**config.mk**
```make
export PLATFORM = sky130hd
export DESIGN_NAME = counter_bn
export DESIGN_NICKNAME = d
export VERILOG_FILES = /design/src/rtl/counter_bn.sv
export SDC_FILE = /design/constraint.sdc
export NUM_CORES = 1
export LEC_CHECK = 0
export ABC_AREA = 1
export ABC_CLOCK_PERIOD_IN_PS = 15500
export CAP_MARGIN = 20
export CORE_MARGIN = 2
export CORE_UTILIZATION = 53
export CTS_CLUSTER_SIZE = 8
export DETAILED_ROUTE_END_ITERATION = 7
export GPL_ROUTABILITY_DRIVEN = 1
export GPL_TIMING_DRIVEN = 0
export HOLD_SLACK_MARGIN = 0.1
export MAX_ROUTING_LAYER = met4
export PLACE_DENSITY = 0.86
export SLEW_MARGIN = 20
export SYNTH_ARGS = -nofsm -noshare
export SYNTH_HDL_FRONTEND = slang
export SYNTH_SLANG_ARGS = --single-unit
```
**constraint.sdc**
```tcl
create_clock -name cnt_clk -period 15.5 [get_ports cnt_clk]
set_input_delay 3.875 -clock cnt_clk [delete_from_list [all_inputs] [get_ports cnt_clk]]
set_output_delay 3.875 -clock cnt_clk [all_outputs]
set_load 0.005 [all_outputs]
```
**src/rtl/counter_bn.sv**
```systemverilog
// Multi-mode WIDTH-bit counter (up, down-1, down-3, load) built from rippled 4-bit slices,
// with per-slice carry/borrow flags, a whole-word wrap flag and optional saturation.
module counter_bn #(
    parameter int unsigned WIDTH    = 32,
    parameter bit          SATURATE = 1'b0,
    localparam int unsigned NSLICE  = WIDTH / 4
) (
    input  logic              cnt_clk,
    input  logic              cnt_reset,
    input  logic              cnt_enable,
    input  logic [1:0]        cnt_mode,
    input  logic [WIDTH-1:0]  cnt_D,
    output logic [WIDTH-1:0]  cnt_Q,
    output logic              cnt_load,
    output logic              cnt_rco,
    output logic [NSLICE-1:0] cnt_src
);

    typedef enum logic [1:0] {
        ModeUp    = 2'b00,
        ModeDown1 = 2'b01,
        ModeDown3 = 2'b10,
        ModeLoad  = 2'b11
    } mode_e;

    logic [WIDTH-1:0]  q_q, q_d;
    logic              load_q, load_d;
    logic              rco_q, rco_d;
    logic [NSLICE-1:0] src_q, src_d;

    logic [WIDTH-1:0]  sum;
    logic [NSLICE-1:0] carries;
    logic              up;

    assign up = (mode_e'(cnt_mode) == ModeUp);

    // Ripple through the slices; slice 0 takes the step, the rest take the previous carry/borrow.
    always_comb begin
        logic [4:0] step;
        logic [4:0] addend;
        logic [4:0] s;
        logic       c;
        sum     = '0;
        carries = '0;
        c       = 1'b0;
        step    = (mode_e'(cnt_mode) == ModeDown3) ? 5'd3 : 5'd1;
        for (int i = 0; i < NSLICE; i++) begin
            addend = (i == 0) ? step : {4'b0000, c};
            if (up) begin
                s = {1'b0, q_q[4*i +: 4]} + addend;
            end else begin
                s = {1'b0, q_q[4*i +: 4]} - addend;
            end
            sum[4*i +: 4] = s[3:0];
            carries[i]    = s[4];
            c             = s[4];
        end
    end

    always_comb begin
        q_d    = q_q;
        load_d = 1'b0;
        rco_d  = 1'b0;
        src_d  = '0;
        if (cnt_enable) begin
            if (mode_e'(cnt_mode) == ModeLoad) begin
                q_d    = cnt_D;
                load_d = 1'b1;
            end else begin
                src_d = carries;
                // A carry out of the top slice is exactly a whole-word wrap.
                rco_d = carries[NSLICE-1];
                if (SATURATE && carries[NSLICE-1]) begin
                    q_d = up ? '1 : '0;
                end else begin
                    q_d = sum;
                end
            end
        end
    end

    always_ff @(posedge cnt_clk or negedge cnt_reset) begin
        if (!cnt_reset) begin
            q_q    <= '0;
            load_q <= 1'b0;
            rco_q  <= 1'b0;
            src_q  <= '0;
        end else begin
            q_q    <= q_d;
            load_q <= load_d;
            rco_q  <= rco_d;
            src_q  <= src_d;
        end
    end

    assign cnt_Q    = q_q;
    assign cnt_load = load_q;
    assign cnt_rco  = rco_q;
    assign cnt_src  = src_q;

endmodule

```
==> run summary <==
• **slew at the pin closest to its max-slew limit** 0.6178 ns
• **utilization after layout** 0.7261
• **drt first-iter violations** 149
• **setup repair after global routing missed its margin** false
• **residual antenna-violating net count after detailed routing** 0
• **leading cell type in the layout, fill and taps excluded** sky130_fd_sc_hd__nand2_1
• **count of placed standard cells including taps** 521
• **number of buffers added to fix hold violations after cts** 0
• **clock tree root driver cell** sky130_fd_sc_hd__clkbuf_8
• **vias per inst** 5.439
• **part of the Yosys area used for sequential elements** 0.3365
• **total number of yosys warnings** 0
• **Port Buffer Count** 78
• **Die Wd** 79.85 µm
• **CTS buffer count** 5
• **antenna cells** 0
• **GRT overflow** 0
• **Synth Instances** 370
• **Req. time, crit path** 15.73 ns
• **Post-Synthesis Cell Area** 3049 µm²
• **global routing usage summed across all routing layers** 0.2714
• **std cell rows** 27
• **number of antenna violations at the first check in global routing** 0
• **area of the core** 5540 µm²
• **largest vdd supply drop** 0.00009703 V
• **vias after detailed routing** 2,877
• **Post-route DRC** 0
• **endpoint type of the worst setup path** flip-flop
• **fraction of layout instances using a drive strength above 1** 0.1160
• **post-layout net count** 520
• **global placement routability congestion** 0.8522
• **arrival time at the worst endpoint** 13.05 ns
• **I/O pins** 79
• **status** complete, no violations
• **commonest cells after routing, fill and taps aside** sky130_fd_sc_hd__nand2_1 (101), sky130_fd_sc_hd__clkdlybuf4s50_1 (77), sky130_fd_sc_hd__dfrtp_1 (41), sky130_fd_sc_hd__inv_1 (38), sky130_fd_sc_hd__nand3_1 (28)
• **starting density of the core** 0.5504
• **top achievable clock speed** 0.07800 GHz
• **count of pins over their slew limit** 0
• **insertion delay to the later sink of the worst-skew pair** 0.29 ns
• **number of nets in the synthesized netlist** 434
• **post-place instance area** 3943 µm²
• **synthesis-to-finish area growth** 31.92%
• **critical path class** in -> reg
• **Layout Cells excl Fill** 529
• **HPWL Detailed** 5816 µm
• **average wire length per cell after detail routing** 14.49 µm
• **Final Cell Area** 4023 µm²
• **clock tree from TritonCTS** built
• **flip-flop cell with the highest count after synthesis** sky130_fd_sc_hd__dfrtp_1
• **Final setup viols** 0
• **tightest slew margin relative to the limit** 0.5881
• **fin crit share** 0.8272
• **aggregate routed wire length** 7666 µm
• **maximum clock insertion buffer count** 2
• **die footprint** 6376 µm²
• **quantity of gates resized following cts** 0
• **Hold/Removal Path Class** reg -> reg
• **vias in the first global route** 2,992
• **number of iterations in the first detailed-routing pass** 4
• **post-synthesis area per instance** 8.241 µm²
• **power per standard cell area** 159.6 nW/µm²
• **summed negative setup slack over all endpoints** 0 ns
• **CP max-delay cell** sky130_fd_sc_hd__clkdlybuf4s50_1
• **count of state elements after synthesis** 41
• **critical path's largest stage delay** 0.44 ns
• **number of enable flip-flop cells after synthesis** 0
• **largest net degree at the start of global routing** 23
• **Leakage** 1.986 nW
• **maximum level of the CTS H-tree** 2
• **Post CTS Setup Buffer Count** 0
• **smallest hold slack** 0.5328 ns
• **total number of clock tree sinks** 41
• **share of async-settable or async-resettable flops after synthesis** 1.000
• **wire length of the first global-routing pass** 13,220 µm
• **Worst-path clk slew** 0.08 ns
• **Die Ht** 79.85 µm
• **number of different library cells in the post-synthesis netlist** 32
• **startpoint type of the worst setup path** input port
• **post-route clock skew** 0.006518 ns
• **# Max-Cap Violations** 0
• **highest net fanout along the worst path** 13
• **number of hold violations in the final report** 0
• **post-layout minimum cycle time** 12.82 ns
critical path: cells and delay by family:
| kind | cells | cell delay [ns] |
|---|---|---|
| buf+inv | 12 | 1.27 |
| fa+ha+maj | 15 | 4.58 |
| compound gates | 2 | 0.26 |
| simple gates | 30 | 3.03 |
worst paths after layout:
kind	from	end	slack [ns]	cells past startpoint
setup / recovery	cnt_mode[1]	cnt_Q[30]$_DFFE_PN0P_	2.68	59
hold / removal	cnt_Q[16]$_DFFE_PN0P_	cnt_Q[16]$_DFFE_PN0P_	0.53	2
setup reg to reg	cnt_Q[0]$_DFFE_PN0P_	cnt_Q[30]$_DFFE_PN0P_	6.78	55
hold reg to reg	cnt_Q[16]$_DFFE_PN0P_	cnt_Q[16]$_DFFE_PN0P_	0.53	2
max in group asynchronous	cnt_reset	cnt_Q[7]$_DFFE_PN0P_	11.46	2
min in group asynchronous	cnt_reset	cnt_src[5]$_DFF_PN0_	3.55	1
state kept, by name (all words and copies together) (netlist names):
name / flops
cnt_Q: 32
cnt_load: 1
cnt_rco: 1
cnt_src: 7
metal layers:
layer	global-route usage	up-vias	routed length, µm
li1	-	1372	-
met1	0.3200	1393	3147
met2	0.4672	99	3924
met3	0.05769	13	499
met4	0.08305	0	95
met5	-	-	0
through the flow:
stage,setup WS [ns],total power [mW]
floorplan,3.606,0.4259
global placement,2.677,0.5514
detailed placement,2.414,0.5713
CTS,2.690,0.6445
global route,1.952,0.7036
finish,2.679,0.6421
kinds of logic after synthesis:
family	synth area share
simple gates	0.3307
buf+inv	0.07386
compound gates	0.08494
flops	0.3365
fa+ha+maj	0.1280
xor+xnor	0.04596
final cells by class:
cell class | instances | area (µm²)
multi-input combinational | 275 | 1798
fill | 467 | 1518
sequential | 41 | 1026
timing repair buffer | 79 | 803.3
inverter | 41 | 158.9
tap | 72 | 90.09
clock buffer | 8 | 80.08
buffer | 13 | 66.31
cell usage after synthesis (2+ instances only):
| library cell | number | share of area |
|---|---|---|
| sky130_fd_sc_hd__nand2_1 | 101 | 0.12 |
| sky130_fd_sc_hd__o211ai_1 | 7 | 0.017 |
| sky130_fd_sc_hd__nand3_4 | 6 | 0.034 |
| sky130_fd_sc_hd__a21o_1 | 5 | 0.012 |
| sky130_fd_sc_hd__nor3_1 | 4 | 0.0066 |
| sky130_fd_sc_hd__inv_2 | 2 | 0.0025 |
| sky130_fd_sc_hd__nand2_2 | 13 | 0.027 |
| sky130_fd_sc_hd__dfrtp_1 | 41 | 0.34 |
| sky130_fd_sc_hd__nand4_2 | 2 | 0.0082 |
| sky130_fd_sc_hd__buf_4 | 2 | 0.0049 |
| sky130_fd_sc_hd__o21ai_0 | 7 | 0.011 |
| sky130_fd_sc_hd__nor2_1 | 17 | 0.021 |
| sky130_fd_sc_hd__nand2_4 | 7 | 0.026 |
| sky130_fd_sc_hd__inv_1 | 38 | 0.047 |
| sky130_fd_sc_hd__nand3_1 | 28 | 0.046 |
| sky130_fd_sc_hd__a21oi_1 | 9 | 0.015 |
| sky130_fd_sc_hd__xor2_1 | 13 | 0.037 |
| sky130_fd_sc_hd__fa_1 | 7 | 0.046 |
| sky130_fd_sc_hd__ha_1 | 20 | 0.082 |
| sky130_fd_sc_hd__clkbuf_1 | 10 | 0.012 |
| sky130_fd_sc_hd__or2_2 | 2 | 0.0041 |
| sky130_fd_sc_hd__nand3_2 | 8 | 0.026 |
| sky130_fd_sc_hd__xnor2_1 | 3 | 0.0086 |
| sky130_fd_sc_hd__a31oi_1 | 2 | 0.0041 |
| sky130_fd_sc_hd__a22oi_1 | 7 | 0.017 |
| sky130_fd_sc_hd__o21ai_1 | 3 | 0.0049 |
report_power, final:
part	internal [mW]	switching, mW	total (mW)	leakage (nW)
registers	0.146	0.0491	0.195	0.523
logic	0.187	0.189	0.377	1.42
clock network	0.0321	0.0380	0.0701	0.0395
Note: power is estimated with default switching activity, not from simulation.
